File: src/rtl/llc_writeback_engine.sv
// LLC writeback engine: queues dirty victims and issues one bus writeback
// per entry, rebuilding the line address from {tag, index}.
module llc_writeback_engine #(
  parameter int ADDR_SIZE   = 32,
  parameter int INDEX_SIZE  = 14,
  parameter int TAG_SIZE    = 12,
  parameter int OFFSET_SIZE = 6,
  parameter int FIFO_DEPTH  = 4,
  parameter int CNT_W       = 16
) (
  input  logic                  clk,
  input  logic                  rst,
  input  logic                  victim_valid,
  output logic                  victim_ready,
  input  logic [TAG_SIZE-1:0]   victim_tag,
  input  logic [INDEX_SIZE-1:0] victim_index,
  input  logic                  victim_dirty,
  output logic                  bus_req,
  output logic [ADDR_SIZE-1:0]  bus_addr,
  input  logic                  bus_ack,
  output logic                  busy,
  output logic [CNT_W-1:0]      wb_count,
  output logic [CNT_W-1:0]      clean_drops
);

  localparam int PTR_W = $clog2(FIFO_DEPTH);
  localparam int CNT_F = PTR_W + 1;
  localparam int ENT_W = TAG_SIZE + INDEX_SIZE;

  typedef enum logic {IDLE, REQ} state_t;

  state_t           state;
  logic [ENT_W-1:0] mem [FIFO_DEPTH];
  logic [PTR_W-1:0] wptr;
  logic [PTR_W-1:0] rptr;
  logic [CNT_F-1:0] count;

  logic full;
  logic empty;
  logic take;
  logic push;
  logic pop;
  logic drop;

  assign full  = (count == CNT_F'(FIFO_DEPTH));
  assign empty = (count == '0);
  assign victim_ready = !full;

  // ready depends only on the registered count, so a pop never frees a slot
  // for a push in the same cycle
  assign take = victim_valid && victim_ready;
  assign push = take && victim_dirty;
  assign drop = take && !victim_dirty;
  assign pop  = (state == REQ) && bus_ack;

  assign busy = !empty || (state != IDLE);

  always_ff @(posedge clk) begin
    if (push) begin
      mem[wptr] <= {victim_tag, victim_index};
    end
  end

  always_ff @(posedge clk) begin
    if (rst) begin
      wptr  <= '0;
      rptr  <= '0;
      count <= '0;
    end else begin
      if (push) begin
        wptr <= wptr + PTR_W'(1);
      end
      if (pop) begin
        rptr <= rptr + PTR_W'(1);
      end
      unique case ({push, pop})
        2'b10:   count <= count + CNT_F'(1);
        2'b01:   count <= count - CNT_F'(1);
        default: count <= count;
      endcase
    end
  end

  always_ff @(posedge clk) begin
    if (rst) begin
      state    <= IDLE;
      bus_req  <= 1'b0;
      bus_addr <= '0;
      wb_count <= '0;
    end else begin
      unique case (state)
        IDLE: begin
          if (!empty) begin
            state    <= REQ;
            bus_req  <= 1'b1;
            bus_addr <= {mem[rptr], {OFFSET_SIZE{1'b0}}};
          end
        end
        REQ: begin
          if (bus_ack) begin
            state   <= IDLE;
            bus_req <= 1'b0;
            if (wb_count != '1) begin
              wb_count <= wb_count + CNT_W'(1);
            end
          end
        end
        default: begin
          state   <= IDLE;
          bus_req <= 1'b0;
        end
      endcase
    end
  end

  always_ff @(posedge clk) begin
    if (rst) begin
      clean_drops <= '0;
    end else if (drop && (clean_drops != '1)) begin
      clean_drops <= clean_drops + CNT_W'(1);
    end
  end

endmodule

File: config.mk
export PLATFORM = sky130hd
export DESIGN_NAME = llc_writeback_engine
export DESIGN_NICKNAME = d
export VERILOG_FILES = /design/src/rtl/llc_writeback_engine.sv
export SDC_FILE = /design/constraint.sdc
export NUM_CORES = 1
export LEC_CHECK = 0
export BUFFER_PORTS_ARGS = -buffer_cell sky130_fd_sc_hd__buf_4
export CORE_UTILIZATION = 55
export DETAILED_ROUTE_END_ITERATION = 8
export PLACE_DENSITY = 0.77
export SYNTH_ARGS = -nofsm -noshare
export SYNTH_HDL_FRONTEND = slang
export SYNTH_SLANG_ARGS = --single-unit
File: constraint.sdc
create_clock -name clk -period 7.62 [get_ports clk]
set_input_delay 0.381 -clock clk [delete_from_list [all_inputs] [get_ports clk]]
set_output_delay 0.381 -clock clk [all_outputs]
set_load 0.05 [all_outputs]
### Word-level counts from Yosys, hierarchy flattened

Memory sizes are Yosys's and may differ from the RTL's. A register that Yosys moved wholly into a read port is not among the register bits.
Cells that the tools add are included.

* register bits: 41
* bits in writable memories: 104
* input port bits: 31
* output and inout bits: 67
* logic and storage cells: 46
* memories: 1

* $add $sub $neg: 6
* eq/ne operators: 7
* multiplexer cells: 9
* bitwise logic cells: 2
* reductions and logical operators: 14

Memories
* mem: words 4, bits a word 26, read ports 1, clocked after memory_dff 1, write ports 1, line 33 `logic [ENT_W-1:0] mem [FIFO_DEPTH];`

Operators by type and width (number)
* 16-bit by 1-bit adder with 16-bit output (second input constant): 2
* 16-bit != test (second input constant): 2
* 1-bit two-way mux: 6
* 3-bit case mux with 2 select lines: 1
* 1-bit logical AND: 5
* 2-bit by 1-bit adder with 2-bit output (second input constant): 2
* 2-bit != test (second input constant): 2
* 1-bit case mux with 2 select lines: 2
* 2-bit AND reduction: 2
* 3-bit by 1-bit adder with 3-bit output (second input constant): 1
* 3-bit == test (second input constant): 1
* 1-bit logical NOT: 3
* 3-bit logical NOT: 1
* 3-bit AND reduction: 1
* 3-bit by 1-bit subtractor with 3-bit output (second input constant): 1
* 2-bit by 1-bit == test with 1-bit output (second input constant): 1
* 2-bit == test (second input constant): 1
* 1-bit inverter: 2
* 2-bit nonzero test: 1
* 1-bit logical OR: 1

### Longest topological paths before layout

Gate-level depths: netlist of the first run.

* depth after elaboration: 6
* mapped depth: 11
* depth with buffers taken out: 9

### Worst setup path before layout of the first run

No wires, ideal clock.

* path type: register to register
* start point: register count[0]
* end point: register count[2]
* data arrival time: 2495 ps
* slack: 5055 ps
* cell stages (with the launch flop): 12
* buffers on the path: 2
* period minus slack after synthesis: 2565 ps
* cell sequence: dfxtp_1 -> or3b_1 -> buf_2 -> and3_1 -> clkbuf_1 -> inv_1 -> ha_1 -> inv_1 -> fa_1 -> xor2_1 -> or3_1 -> a21oi_1

* cells in the longest elaborated chain, start to end: 6
* elaborated cells between the ends (all ways): 10
* classes of those cells: 2 x add/sub; 3 x eq/ne; 1 x mux; 4 x reduce/logical

Ends and longest elaborated chain
* from (decl): line 36 `logic [CNT_F-1:0] count;`
* from (signal assigned): line 77 `2'b10: count <= count + CNT_F'(1);`
* from (signal assigned): line 78 `2'b01: count <= count - CNT_F'(1);`
* from (signal assigned): line 79 `default: count <= count;`
* 3-bit == test *: line 45 `assign full = (count == CNT_F'(FIFO_DEPTH));`
* 1-bit logical NOT *: line 47 `assign victim_ready = !full;`
* net victim_ready: line 14 `output logic victim_ready,`
* 1-bit logical AND *: line 51 `assign take = victim_valid && victim_ready;`
* 1-bit logical AND *: line 52 `assign push = take && victim_dirty;`
* 2-bit by 1-bit == test with 1-bit output or 2-bit == test (tied branches): line 76 `unique case ({push, pop})`
* 3-bit case mux with 2 select lines or 2-bit nonzero test (tied branches)

Mark *: on every way through the listed nets, which the timed path passes. The rest lies on a longest branch.
A chain may end at the register's enable or synchronous reset.

### Final worst setup path of the first run

* start point: register count[0]
* end point: register count[2]

* cells in the longest elaborated chain, start to end: 6
* elaborated cells between the ends (all ways): 10
* classes of those cells: 2 x add/sub; 3 x eq/ne; 1 x mux; 4 x reduce/logical

Ends and longest elaborated chain (line)
* 3-bit == test: 45
* 1-bit logical NOT: 47
* 1-bit logical AND: 51
* 1-bit logical AND: 52
* 2-bit by 1-bit == test with 1-bit output or 2-bit == test (tied branches): 76
* 3-bit case mux with 2 select lines or 2-bit nonzero test (tied branches)

Parallel ways exist; a longest one is shown, timed or not.

==> results.txt, run 1 <==
- Top cells by area in the synthesized netlist: edfxtp_1 (46%), dfxtp_1 (20%), mux4_2 (8.6%)
- The number of antenna violations at the first check in global routing was 0.
- The number of endpoints with negative hold slack in the final report came to 0.
* Reg-to-reg startpoint: count[0]$_SDFFE_PP0P_
- Post-route DRC: 0
* CTS Sinks: 171
- Synthesis inferred 171 register bits.
- Static leakage: 0.00281 uW
- Vias per Instance: 5.63
- Design area: 8210 um2
* Cell type with the highest aggregate area in the netlist: edfxtp_1
* Max Transition Viols Final: 0
- Clock root cell: clkbuf_16
- Global routing usage summed across all routing layers: 0.228
* Post-route clock period utilization: 0.332
- First-pass GRT wire length: 22000 um
- 98 I/O pins were placed.
- Entering global routing, the biggest net connects 73 pins.
- In this run the most critical hold path is launched from victim_tag[7].
* Die W: 114 um
- Std-Cell Rows: 40
- Clock latency on the worst-skew pair, taken at its later pin, is 420 ps.
- Setup violations remaining at the end of the flow were counted as 0.
- Pin slew with the least headroom to its limit: 1020 ps
* Logic depth of the worst register-to-register path: 9
- Initial Util: 0.567
* Global placer's final weighted congestion: 0.928
* Global route total overflow: 0
- Buffers inserted to repair hold after CTS numbered 0.
- Data required time of the worst path: 7960 ps
* Post-cts gate resize count: 0
- Via count of the first global-routing pass: 4431
* Synthesized instance count: 514
- The total area inside the core boundary comes to 12100 um2.
- DP Wirelength: 8350 um
- For hold timing, the worst endpoint is mem[2][21]$_DFFE_PP_.
- IR drop worst, VDD: 0.000208 V
- Highest attainable clock frequency: 0.395 GHz
- Post-CTS Repair Setup Buffers: 0
- Each instance of the synthesized netlist takes up on average 13.3 um2.
* Portion of synthesized cell area occupied by the leading cell type: 0.456
- Most used cells in the layout excluding fill and tap cells: edfxtp_1 (104), buf_4 (97), nand2_1 (68), dfxtp_1 (66), a21oi_1 (49)
- Maximum clock path buffer count: 2
* Synthesis warning total: 0
* Data arrival time at the worst-slack endpoint: 2870 ps
- The clock tree synthesis step divided the H-tree into 4 levels.
* Number of enable flip-flop cells after synthesis: 104
- Routed vias: 4421
* Max_cap viols: 0
- Along the worst path, the maximum fanout reaches 7.
* Clock tree from TritonCTS: yes
- In this run the critical register-to-register path is captured at count[2]$_SDFFE_PP0P_.
- For this run, the leading register cell type out of synthesis is edfxtp_1.
- The run finished with clean final reports.
- Setup total negative slack on the finished layout was measured at 0 ps.
- Cts bufs inserted: 17
- Register clock-pin slew on the reported worst setup and hold paths: 60 ps
- Routed len/inst: 17.2 um
* Core Util, Final: 0.680
- After layout, the minimum clock period comes to 2530 ps.
- Kind of end point of the critical path: flip-flop
- The clock arrives with 5.19 ps of skew.
- The library cell used most frequently in the layout, excluding fill and tap cells, is edfxtp_1.
* Power per Cell Area: 289 nW/um2
- Diode insertion count for antenna repair: 0
- The worst setup path is of the flip-flop to flip-flop kind.
- In this run the register-to-register setup slack is 5090 ps.
- The net count of the finished layout is 643.
* Hold path cells: 1
* Detailed Route Iter0 Violations: 392
- Die height: 114 um
- Counting flops with an async set or reset pin after synthesis yields a share of 0.
- The floorplan step defined a die boundary enclosing 12900 um2.
- Wirelength, routed: 13500 um
* Area delta synth->final: 20.0%
- Of the cells placed in the final design, the portion with a size suffix greater than 1 is 0.267.
* Count of input and output buffers: 91
- Number of nets with antenna violations after detailed routing: 0
- Netlist cell types: 47
- The share of the Yosys chip area taken by registers is 0.653.
- Max transition margin: 0.318
- The synthesized netlist occupies a cell area of 6840 um2.
- Critical path startpoint category: flip-flop
- RSZ-0062 raised after global routing: false
* Worst min-delay path category: primary input to flip-flop
- First-pass DRT Iterations: 5
- Dpl cell area: 7640 um2
[metal layers]
layer,vias to the layer above,share of wire,track usage
met5,-,0,0
met2,118,0.52,0.387
met3,16,0.062,0.0733
met1,2190,0.41,0.271
li1,2097,-,-
met4,0,0.015,0.0895
[stage by stage]
stage	std cells	setup WS [ps]	hold WS [ps]	power, uW
floorplan	519	5050	466	1430
global placement	753	5210	442	1570
finish	785	5090	161	2370
global route	785	4980	137	2470
CTS	785	5080	141	2400
detailed placement	753	5090	447	1580
[how the worst max path moves through the flow]
| stage | startpoint | slack (ps) | cells past startpoint | to |
|---|---|---|---|---|
| floorplan | count[0]$_SDFFE_PP0P_ | 5050 | 11 | count[2]$_SDFFE_PP0P_ |
| global placement | count[0]$_SDFFE_PP0P_ | 5210 | 9 | count[2]$_SDFFE_PP0P_ |
| detailed placement | count[2]$_SDFFE_PP0P_ | 5090 | 9 | count[2]$_SDFFE_PP0P_ |
| CTS | count[0]$_SDFFE_PP0P_ | 5080 | 9 | count[2]$_SDFFE_PP0P_ |
| global route | count[0]$_SDFFE_PP0P_ | 4980 | 9 | count[2]$_SDFFE_PP0P_ |
| finish | count[0]$_SDFFE_PP0P_ | 5090 | 9 | count[2]$_SDFFE_PP0P_ |
[where the power goes]
part	internal (uW)	switching (uW)
logic	152	314
clock network	483	333
registers	1040	49.9
total	1680	697
[worst max-delay path: stages, from the launching register on]
cell,delay (ps)
dfxtp_1,340
or3b_1,480
and3_1,310
inv_1,80
ha_1,180
inv_1,60
fa_1,380
xor2_1,180
or3_1,300
a21oi_1,150
[sequential cells by signal (all words and copies together) (netlist names)]
signal,flops
mem,104
bus_addr,26
clean_drops,16
wb_count,16
count,3
rptr,2
wptr,2
bus_req,1
state,1
[cells by family after synthesis]
group / after synthesis / share of synthesized area
other: 1 / 0.000548
adder cells (fa/ha/maj): 8 / 0.0157
multiplexers: 34 / 0.0980
buffers and inverters: 44 / 0.0315
flip-flops: 171 / 0.653
XOR/XNOR: 7 / 0.00896
AND/OR/NAND/NOR: 171 / 0.127
AO/OA/AOI/OAI: 78 / 0.0655
[cell type report]
type | instances | area [um2]
Sequential cell | 171 | 4470
Multi-Input combinational cell | 304 | 2190
Clock inverter | 10 | 121
Timing Repair Buffer | 97 | 728
Clock buffer | 22 | 444
Fill cell | 836 | 3850
Inverter | 13 | 48.8
Tap cell | 168 | 210
[synthesized netlist by cell type (all sizes together), types with 9 or more instances]
cell type and number:
buf 13, clkbuf 18, nand4 12, edfxtp 104
nand2 68, or4 10, nor2 21, mux4 26
inv 12, dfxtp 67, a21oi 49, or3 11
o21ai 9, o31ai 12
No activity file was read; power rests on OpenSTA's default activity.
==> run 2: changes to the inputs <==
CORE_UTILIZATION = 51   (was 55)
PLACE_DENSITY = 0.75   (was 0.77)
clock period = 2.3 ns   (was 7.62 ns; I/O delays follow)
==> run 2 against run 1 <==
Net effect: via count is 2.4% higher; sequential share of layout area decreased by 2.3 points; setup slack got worse by 5000 ps; register-to-register slack worse by 5000 ps; combinational power grew to 3.5 times the previous value; first-iteration DRC count shrank 9.2%; cell count rose by 4.7%; maximum frequency increased by 15%; critical path type unchanged; highest routed layer unchanged.
==> results.txt, run 2 (synthesis gave the netlist of run 1 again) <==
* Status: complete, no violations
- Global routing usage summed across all routing layers: 0.213
- Detailed Route Iter0 Violations: 356
- Across the VDD grid, the largest voltage drop is 0.000605 V.
- After detailed routing, the total wire length is 13800 um.
- Antenna violations before repair: 0
- Post-CTS Repair Setup Buffers: 0
- Dpl cell area: 7730 um2
- Setup skew after layout: 8.47 ps
- The library cell used most frequently in the layout, excluding fill and tap cells, is edfxtp_1.
- The worst setup path is of the flip-flop to flip-flop kind.
- For this design the static power due to leakage is 0.00299 uW.
- The tightest min-delay check is of the primary input to flip-flop type.
- In this run the power spent charging and discharging nets is 2330 uW.
* Kind of end point of the critical path: flip-flop
- The worst pin sits at a relative slew slack of 0.486.
* Total die area: 13900 um2
- Fill cell instance count of the final layout: 940
- STA classifies the critical path startpoint as a flip-flop.
* Total of endpoints with negative setup slack in the final report: 0
- The wire-length estimate of the detail-placed layout is 8490 um.
- After layout, the worst setup slack is 95.5 ps.
- The number of global-route vias before repair is 4691.
- The top cell types in the final layout, fill and taps aside, are edfxtp_1 (104), buf_4 (103), nand2_1 (68), dfxtp_1 (65), a21oi_1 (49).
- Worst setup timing slack at the placement stage: 108 ps
- Routability-driven placement finished with a final weighted congestion of 0.844.
* Reg-to-reg startpoint: count[2]$_SDFFE_PP0P_
- Count of input and output buffers: 91
- Highest attainable clock frequency: 0.454 GHz
* Post-route DRC: 0
* Std-Cell Rows: 41
* Fraction of power spent switching nets: 0.293
* Share of final-layout standard cells stronger than drive strength 1: 0.278
* Worst setup path end: count[2]$_SDFFE_PP0P_
- Pin count of the biggest net entering global routing: 73
- Cts bufs inserted: 17
* Number of flip-flops under the largest register name: 104
* Post-cts gate resize count: 0
- The count of final max-slew check failures was 0.
* First-pass GRT wire length: 22700 um
- 0 antenna diodes ended up in the layout.
- Clk Latency, worst-skew pair: 420 ps
- Startpoint of the worst setup timing path: count[2]$_SDFFE_PP0P_
* Internal reg-to-reg setup slack: 100 ps
* Number of levels in the clock H-tree: 4
- Detailed routing inserted a total of 4528 vias.
- Relative contribution of sequential cells to total power: 0.449
- In the final design database the tool counted 676 nets.
- CP Max Fanout: 7
- Pin slew with the least headroom to its limit: 771 ps
- Non-filler cells, final: 822
- Logic depth of the worst register-to-register path: 9
* First-pass DRT Iterations: 4
- Power per Cell Area: 928 nW/um2
- Dividing the detail-routed via count by the number of cells gives 5.51.
- The tool flagged a number of max-cap violations equal to 0.
- At the worst endpoint, the arrival time is 2550 ps.
* Final critical delay including setup and external delays: 2200 ps
- Setup repair after global routing left no endpoint under its margin.
- Initial Util: 0.533
- The register with the most flip-flops in the final layout is mem.
- After detailed routing, the average wire length per cell comes to 16.8 um.
- After routing, the total negative slack on setup checks comes to 0 ps.
* Power share of the clock group: 0.343
- After detailed placement, the design holds a cell count of 764.
* Clock root cell: clkbuf_16
- The floorplan step set the die height to 118 um.
- Data required time of the worst path: 2640 ps
* Clock tree from TritonCTS: yes
* Number of hold violations in the final report: 0
- 98 I/O pins were placed.
- After routing the design area is 8560 um2.
- Maximum clock path buffer count: 2
- Hold Startpoint: bus_ack
- Register clock-pin slew on the reported worst setup and hold paths: 60 ps
- The count of nets left with antenna violations once routing finished came out at 0.
- In the finished design, the share of the clock period the worst path needs comes to 0.958.
- The internal portion of the total power is 5620 uW.
- Die W: 118 um
* Power share of the combinational group: 0.208
- Leading registers by flop count: mem x104, bus_addr x26
- In this run the critical register-to-register path is captured at count[2]$_SDFFE_PP0P_.
* CTS Sinks: 171
* Area delta synth->final: 25.2%
- Global route total overflow: 0
- In this run the standard cell core region covers 12800 um2.
==> run 2: worst min-delay path by stage <==
stage	slack [ps]	cells after the start	endpoint
6_report	200	5	state$_SDFF_PP0_
5_1_grt	210	5	bus_req$_SDFFE_PP0P_
4_1_cts	180	5	state$_SDFF_PP0_
3_5_place_dp	320	1	mem[2][9]$_DFFE_PP_
3_3_place_gp	310	1	mem[2][8]$_DFFE_PP_
2_1_floorplan	210	0	mem[0][0]$_DFFE_PP_
==> run 2: through the flow <==
stage	total power (uW)	util	hold slack [ps]
floorplan	4760	-	214
global placement	5230	0.603	314
detailed placement	5280	0.603	318
CTS	8030	0.668	180
global route	8290	0.668	211
finish	7950	0.668	202
==> run 2: worst max-delay path: stages (launching register included) <==
cell and delay, ps:
dfxtp_1 370, or3b_1 380, and3_4 200, inv_4 60, ha_4 140, inv_2 40, fa_2 340, xor2_1 150
or3_1 320, a21oi_1 120
==> run 2: what timing repair did <==
item / CTS / global route
endpoints found under the setup margin: 0 / 0
endpoints found under the hold margin: 104 / 0
hold buffers: 26 / 0
==> run 2: area by class of cell <==
type | count | area, um2 | share of cell area
clock inverter | 11 | 92.6 | 0.0108
sequential | 171 | 4470 | 0.522
inverter | 13 | 51.3 | 0.00599
multi-input combinational | 304 | 2200 | 0.257
timing repair buffer | 130 | 1050 | 0.123
tap | 172 | 215 | 0.0251
clock buffer | 21 | 482 | 0.0562
==> run 2: layer usage <==
| metal | routed length (um) | GRT usage | part of all wire |
|---|---|---|---|
| met3 | 539 | 0.0489 | 0.039 |
| met4 | 159 | 0.0849 | 0.012 |
| met1 | 5730 | 0.246 | 0.42 |
| met2 | 7350 | 0.382 | 0.53 |
| met5 | 0 | 0 | 0 |
==> run 2: power groups by stage <==
stage          clock network, uW  registers [uW]  logic [uW]
2_1_floorplan                  0            4050         708
3_3_place_gp                   0            3620        1620
3_5_place_dp                   0            3640        1640
4_1_cts                     2780            3570        1680
5_1_grt                     2930            3590        1770
6_report                    2730            3570        1650
